**config.mk**
```make
export PLATFORM = sky130hd
export DESIGN_NAME = calcula_nota
export DESIGN_NICKNAME = d
export VERILOG_FILES = /design/src/rtl/calcula_nota.sv
export SDC_FILE = /design/constraint.sdc
export NUM_CORES = 1
export LEC_CHECK = 0
export CORE_MARGIN = 8
export CORE_UTILIZATION = 35
export CTS_CLUSTER_DIAMETER = 60
export DETAILED_ROUTE_END_ITERATION = 12
export HOLD_SLACK_MARGIN = 0.08
export PLACE_DENSITY = 0.63
export RECOVER_POWER = 25
export SKIP_LAST_GASP = 1
export SLEW_MARGIN = 20
export SYNTH_ARGS = -nofsm -noshare
export SYNTH_HDL_FRONTEND = slang
export SYNTH_SLANG_ARGS = --single-unit
```
**constraint.sdc**
```tcl
create_clock -name clk -period 14.3 [get_ports clk]
set_clock_uncertainty 0.05 [all_clocks]
set_input_delay 2.86 -clock clk [delete_from_list [all_inputs] [get_ports clk]]
set_output_delay 2.86 -clock clk [all_outputs]
set_load 0.005 [all_outputs]
```
**src/rtl/calcula_nota.sv**
```systemverilog
// ============================================================================
//  Module   : calcula_nota
//  Purpose  : Quiz scoring engine feeding the 7-segment grade decoder.
//             Optional input debounce filter enabled by macro DEBOUNCE_EN.
//  Revision : 1.0 - initial release
// ============================================================================
`default_nettype none

module calcula_nota #(
  parameter int unsigned NUM_Q      = 10,
  parameter logic [19:0] GABARITO   = 20'b01_00_11_10_01_00_11_10_01_00,
  parameter int unsigned DEB_CYCLES = 16
) (
  input  logic       clk,
  input  logic       rst_n,
  input  logic       inicia,
  input  logic       confirma,
  input  logic [1:0] resposta,
  output logic [3:0] questao,
  output logic [3:0] nota,
  output logic       fim
);

  localparam logic [1:0] c_ST_OCIOSO   = 2'd0;
  localparam logic [1:0] c_ST_RESPONDE = 2'd1;
  localparam logic [1:0] c_ST_FIM      = 2'd2;

  localparam logic [3:0] c_LAST_Q = 4'(NUM_Q - 1);
  localparam logic [6:0] c_NQ     = 7'(NUM_Q);
  localparam logic [3:0] c_BLANK  = 4'hF;

  // --------------------------------------------------------------------------
  // Input synchronisers: bit 0 = inicia, bit 1 = confirma
  // --------------------------------------------------------------------------
  logic [1:0] btn_s1_q;
  logic [1:0] btn_s2_q;
  logic [1:0] resp_s1_q;
  logic [1:0] resp_s2_q;

  always_ff @(posedge clk or negedge rst_n) begin
    if (!rst_n) begin
      btn_s1_q  <= 2'b00;
      btn_s2_q  <= 2'b00;
      resp_s1_q <= 2'b00;
      resp_s2_q <= 2'b00;
    end else begin
      btn_s1_q  <= {confirma, inicia};
      btn_s2_q  <= btn_s1_q;
      resp_s1_q <= resposta;
      resp_s2_q <= resp_s1_q;
    end
  end

  logic [1:0] w_btn_lvl;

`ifdef DEBOUNCE_EN
  localparam int unsigned c_CNT_W = $clog2(DEB_CYCLES + 1);

  for (genvar g = 0; g < 2; g++) begin : g_deb
    logic               filt_q;
    logic [c_CNT_W-1:0] cnt_q;

    // Filtered level flips only after DEB_CYCLES consecutive disagreeing clocks
    always_ff @(posedge clk or negedge rst_n) begin
      if (!rst_n) begin
        filt_q <= 1'b0;
        cnt_q  <= '0;
      end else if (btn_s2_q[g] != filt_q) begin
        if (cnt_q == c_CNT_W'(DEB_CYCLES - 1)) begin
          filt_q <= btn_s2_q[g];
          cnt_q  <= '0;
        end else begin
          cnt_q  <= cnt_q + 1'b1;
        end
      end else begin
        cnt_q <= '0;
      end
    end

    assign w_btn_lvl[g] = filt_q;
  end
`else
  assign w_btn_lvl = btn_s2_q;
`endif

  // --------------------------------------------------------------------------
  // Rising-edge detect: one pulse per press
  // --------------------------------------------------------------------------
  logic [1:0] btn_edge_q;
  logic       w_ini_pulse;
  logic       w_conf_pulse;

  always_ff @(posedge clk or negedge rst_n) begin
    if (!rst_n) begin
      btn_edge_q <= 2'b00;
    end else begin
      btn_edge_q <= w_btn_lvl;
    end
  end

  assign w_ini_pulse  = w_btn_lvl[0] & ~btn_edge_q[0];
  assign w_conf_pulse = w_btn_lvl[1] & ~btn_edge_q[1];

  // --------------------------------------------------------------------------
  // Scoring datapath
  // --------------------------------------------------------------------------
  logic [1:0] state_q, state_d;
  logic [3:0] questao_q, questao_d;
  logic [3:0] acertos_q, acertos_d;
  logic [3:0] nota_q, nota_d;
  logic       fim_q, fim_d;

  logic [1:0] w_key;
  logic       w_hit;
  logic [3:0] w_final;
  logic [6:0] w_prod;
  logic [3:0] w_grade;
  logic       w_last;

  assign w_key   = GABARITO[{questao_q, 1'b0} +: 2];
  assign w_hit   = (resp_s2_q == w_key);
  assign w_final = acertos_q + {3'b000, w_hit};
  assign w_prod  = 7'(w_final) * 7'd10;
  assign w_grade = 4'(w_prod / c_NQ);
  assign w_last  = (questao_q == c_LAST_Q);

  // State register
  always_ff @(posedge clk or negedge rst_n) begin
    if (!rst_n) begin
      state_q <= c_ST_OCIOSO;
    end else begin
      state_q <= state_d;
    end
  end

  // Next-state logic; inicia always takes priority over confirma
  always_comb begin
    state_d = state_q;
    case (state_q)
      c_ST_OCIOSO: begin
        if (w_ini_pulse) state_d = c_ST_RESPONDE;
      end
      c_ST_RESPONDE: begin
        if (w_ini_pulse)                 state_d = c_ST_RESPONDE;
        else if (w_conf_pulse && w_last) state_d = c_ST_FIM;
      end
      c_ST_FIM: begin
        if (w_ini_pulse) state_d = c_ST_RESPONDE;
      end
      default: state_d = c_ST_OCIOSO;
    endcase
  end

  // Output / datapath next values
  always_comb begin
    questao_d = questao_q;
    acertos_d = acertos_q;
    nota_d    = nota_q;
    fim_d     = fim_q;
    case (state_q)
      c_ST_OCIOSO, c_ST_FIM: begin
        if (w_ini_pulse) begin
          questao_d = 4'd0;
          acertos_d = 4'd0;
          nota_d    = c_BLANK;
          fim_d     = 1'b0;
        end
      end
      c_ST_RESPONDE: begin
        if (w_ini_pulse) begin
          questao_d = 4'd0;
          acertos_d = 4'd0;
          nota_d    = c_BLANK;
          fim_d     = 1'b0;
        end else if (w_conf_pulse) begin
          acertos_d = w_final;
          if (w_last) begin
            nota_d = w_grade;
            fim_d  = 1'b1;
          end else begin
            questao_d = questao_q + 4'd1;
          end
        end
      end
      default: begin
        questao_d = 4'd0;
        acertos_d = 4'd0;
        nota_d    = c_BLANK;
        fim_d     = 1'b0;
      end
    endcase
  end

  always_ff @(posedge clk or negedge rst_n) begin
    if (!rst_n) begin
      questao_q <= 4'd0;
      acertos_q <= 4'd0;
      nota_q    <= c_BLANK;
      fim_q     <= 1'b0;
    end else begin
      questao_q <= questao_d;
      acertos_q <= acertos_d;
      nota_q    <= nota_d;
      fim_q     <= fim_d;
    end
  end

  assign questao = questao_q;
  assign nota    = nota_q;
  assign fim     = fim_q;

endmodule

`default_nettype wire

```
==> results.txt <==
Core ar.: 0.00435 sq mm
total die area: 0.00694 sq mm
cells on worst reg2reg path: 21
Fin. Hold Viols: 0
hold_sp: resp_s1_q[0]
vias in the first global route: 1209
Slew headroom: 56.9%
CTS resizes: 0
ys async rst share: 100%
Remaining Overflow, GRT: 0
final setup violation count: 0
Synth cell types: 50
Max-cap violations: 0
crit path DAT: 5470 ps
post-synthesis mux area share: 1.26%
largest family of logic cells by synthesized area: compound AO/OA/AOI/OAI gates
status: finished clean
CP startpoint kind: flop
Area Growth Syn to Fin: 13.7%
CTS tree: done
Vias: 1224
CP Capture Type: flop
R2R setup slack: 8970 ps
Int Power: 177 uW
Post-Synthesis Cells: 162
Starting Density: 36.4%
WHS: 301 ps
Peak Freq: 187 MHz
hpwl dp: 2.27 mm
Clock Path Buffers: 2
Synth Net Count: 176
RSZ-0062 raised after global routing: false
Clk pwr share: 13.3%
DRT Wirelength: 3.01 mm
root buffer cell: clkbuf_8
die width: 83.3 microns
EDFF count, synth: 0
fillers: 412
adder-cell area share of the yosys netlist: 6.79%
input/output buffers: 14
Cells on Worst Hold Path: 0
Synth Area in Simple Gates: 19.9%
most common cell after layout, fill and taps aside: dfrtp_1
postcts setup bufs: 0
VDD IR max: 69.7 uV
vias per cell: 5.37
#FFs+latches synth: 25
fraction of layout cells with a size suffix above 1: 14.2%
CTS Sinks: 25
Placed Area: 0.00176 sq mm
global placer's final weighted congestion: 0.806
CTS Hold Bufs: 0
die height: 83.3 microns
synthesized cell area: 0.00159 sq mm
worst-margin pin slew: 639 ps
number of routed nets with antenna violations: 0
DRT iter0 DRCs: 86
reg2reg end: nota[0]
Synth top area share: 33.1%
xor and xnor area share after synthesis: 7.58%
cell taking the most area after synthesis: dfrtp_1
crit path max fanout: 9
DR DRC count: 0
fin crit share: 37.3%
average cell area after synthesis: 9.79 sq um
pin count of the biggest net entering global routing: 26
Ant. Diodes: 0
Main synth FF type: dfrtp_1
yosys warns: 0
end of the worst hold path: resp_s2_q[0]
CTS HTree Levels: 1
sequential-to-total area share from yosys stat: 39.8%
Synth Area in Compound Gates: 21.4%
PD cells: 172 mW/mm^2
register share of total power: 28.9%
worst r2r src: questao[1]
Routed WL per cell: 13.2 microns
final-stage net count: 191
Num CTS Buffers: 3
logic gate share of total power: 57.8%
I/O pin count: 15
setup_tns: 0 ps
first-pass GRT wire length: 5.48 mm
design area: 0.00180 sq mm
Tmin final: 5330 ps
clk_lat worst skew: 270 ps
Reg clk slew, reported paths: 80 ps
Rows: 24
worst hold path type: flop to flop
most frequent cells in the layout: dfrtp_1 (21), nand2_1 (17), nor2_1 (16), clkdlybuf4s50_1 (13), o21ai_0 (9)
drt pass-1 iters: 4
Req. time, crit path: 14440 ps
critical path startpoint: questao[1]
final core area utilization: 41.4%
LEAKAGE: 0.752 nW
critical path class: flop to flop
Area contributors post-synth: dfrtp_1 (33%), dfstp_2 (6.6%), ha_1 (5.5%)
total track usage: 9.03%
count of pins over their slew limit: 0
Sw Ratio: 43.0%
initial antenna violation count: 0
NetSw: 134 uW
synth_stat cells, drive strengths merged, types with 2 or more instances:
cell type / count
dfrtp: 21
nand2: 17
nor2: 16
a21oi: 9
o21ai: 9
ha: 7
xnor2: 7
inv: 6
nor2b: 6
nand3: 5
xor2: 5
dfstp: 4
a2111oi: 3
a21boi: 3
nor3: 3
o31ai: 3
o32ai: 3
or2: 3
a211oi: 2
and3: 2
buf: 2
clkbuf: 2
mux2i: 2
o22a: 2
o22ai: 2
o32a: 2
or3b: 2
cell families (layout without fill, tap and decap cells):
family / after synthesis / in the layout
DFF: 25 / 25
and+or+nand+nor: 62 / 62
adders and majority gates: 8 / 8
buffers and inverters: 10 / 24
AOI/OAI and AO/OA: 43 / 43
xor gates and xnor gates: 12 / 12
muxes: 2 / 2
power groups by stage:
stage / registers (mW) / clock network, mW / logic (mW)
after floorplan: 0.0901 / 0 / 0.150
after global placement: 0.0910 / 0 / 0.179
after detailed placement: 0.0914 / 0 / 0.180
after CTS: 0.0900 / 0.0425 / 0.181
after global routing: 0.0918 / 0.0449 / 0.201
final: 0.0900 / 0.0413 / 0.179
layer usage:
metal  vias to the layer above  track usage (%)  wire [microns]
met5                         -                0               0
met3                         5             2.34             123
met2                        18             13.8            1300
li1                        613                -               -
met1                       588             11.9            1550
met4                         0             3.04              41
flip-flops by register name (all words and copies together), names as in the netlist, 2 cells and up:
register and flops:
resp_s2_q 2, btn_s2_q 2, btn_s1_q 2, btn_edge_q 2, questao 4, nota 4
acertos_q 4, state_q 2, resp_s1_q 2
worst max path at each step:
stage	slack [ps]	to
floorplan	9500	nota[0]
global placement	8960	nota[0]
detailed placement	8960	nota[0]
CTS	8910	nota[0]
global route	8340	nota[0]
finish	8970	nota[0]
critical path: stages (launching register included):
cell	delay, ps
dfrtp_1	420
inv_1	120
ha_1	150
nand2_1	60
or2_2	310
a21oi_1	150
nor2b_1	60
a2111oi_0	390
ha_1	290
ha_1	220
xor2_1	280
ha_1	200
ha_1	160
fa_1	550
or2_2	340
mux2i_1	130
a32oi_1	70
o21ai_0	540
a211oi_2	140
a211oi_2	250
xor2_1	100
o32ai_2	270
per-stage QoR:
stage | instances | power (mW) | setup slack (ps)
CTS | 228 | 0.314 | 8910
detailed placement | 224 | 0.272 | 8960
global placement | 224 | 0.270 | 8960
global route | 228 | 0.338 | 8340
finish | 228 | 0.311 | 8970
floorplan | 162 | 0.240 | 9500
final cells by class:
cell class	count	area, sq um	area share (%)
Tap cell	52	65.1	3.61
Clock inverter	1	5.00	0.278
Clock buffer	3	41.3	2.29
Inverter	6	22.5	1.25
Timing Repair Buffer	14	135	7.50
Multi-Input combinational cell	127	902	50.1
Sequential cell	25	631	35.0
No activity file was read; power rests on OpenSTA's default activity.
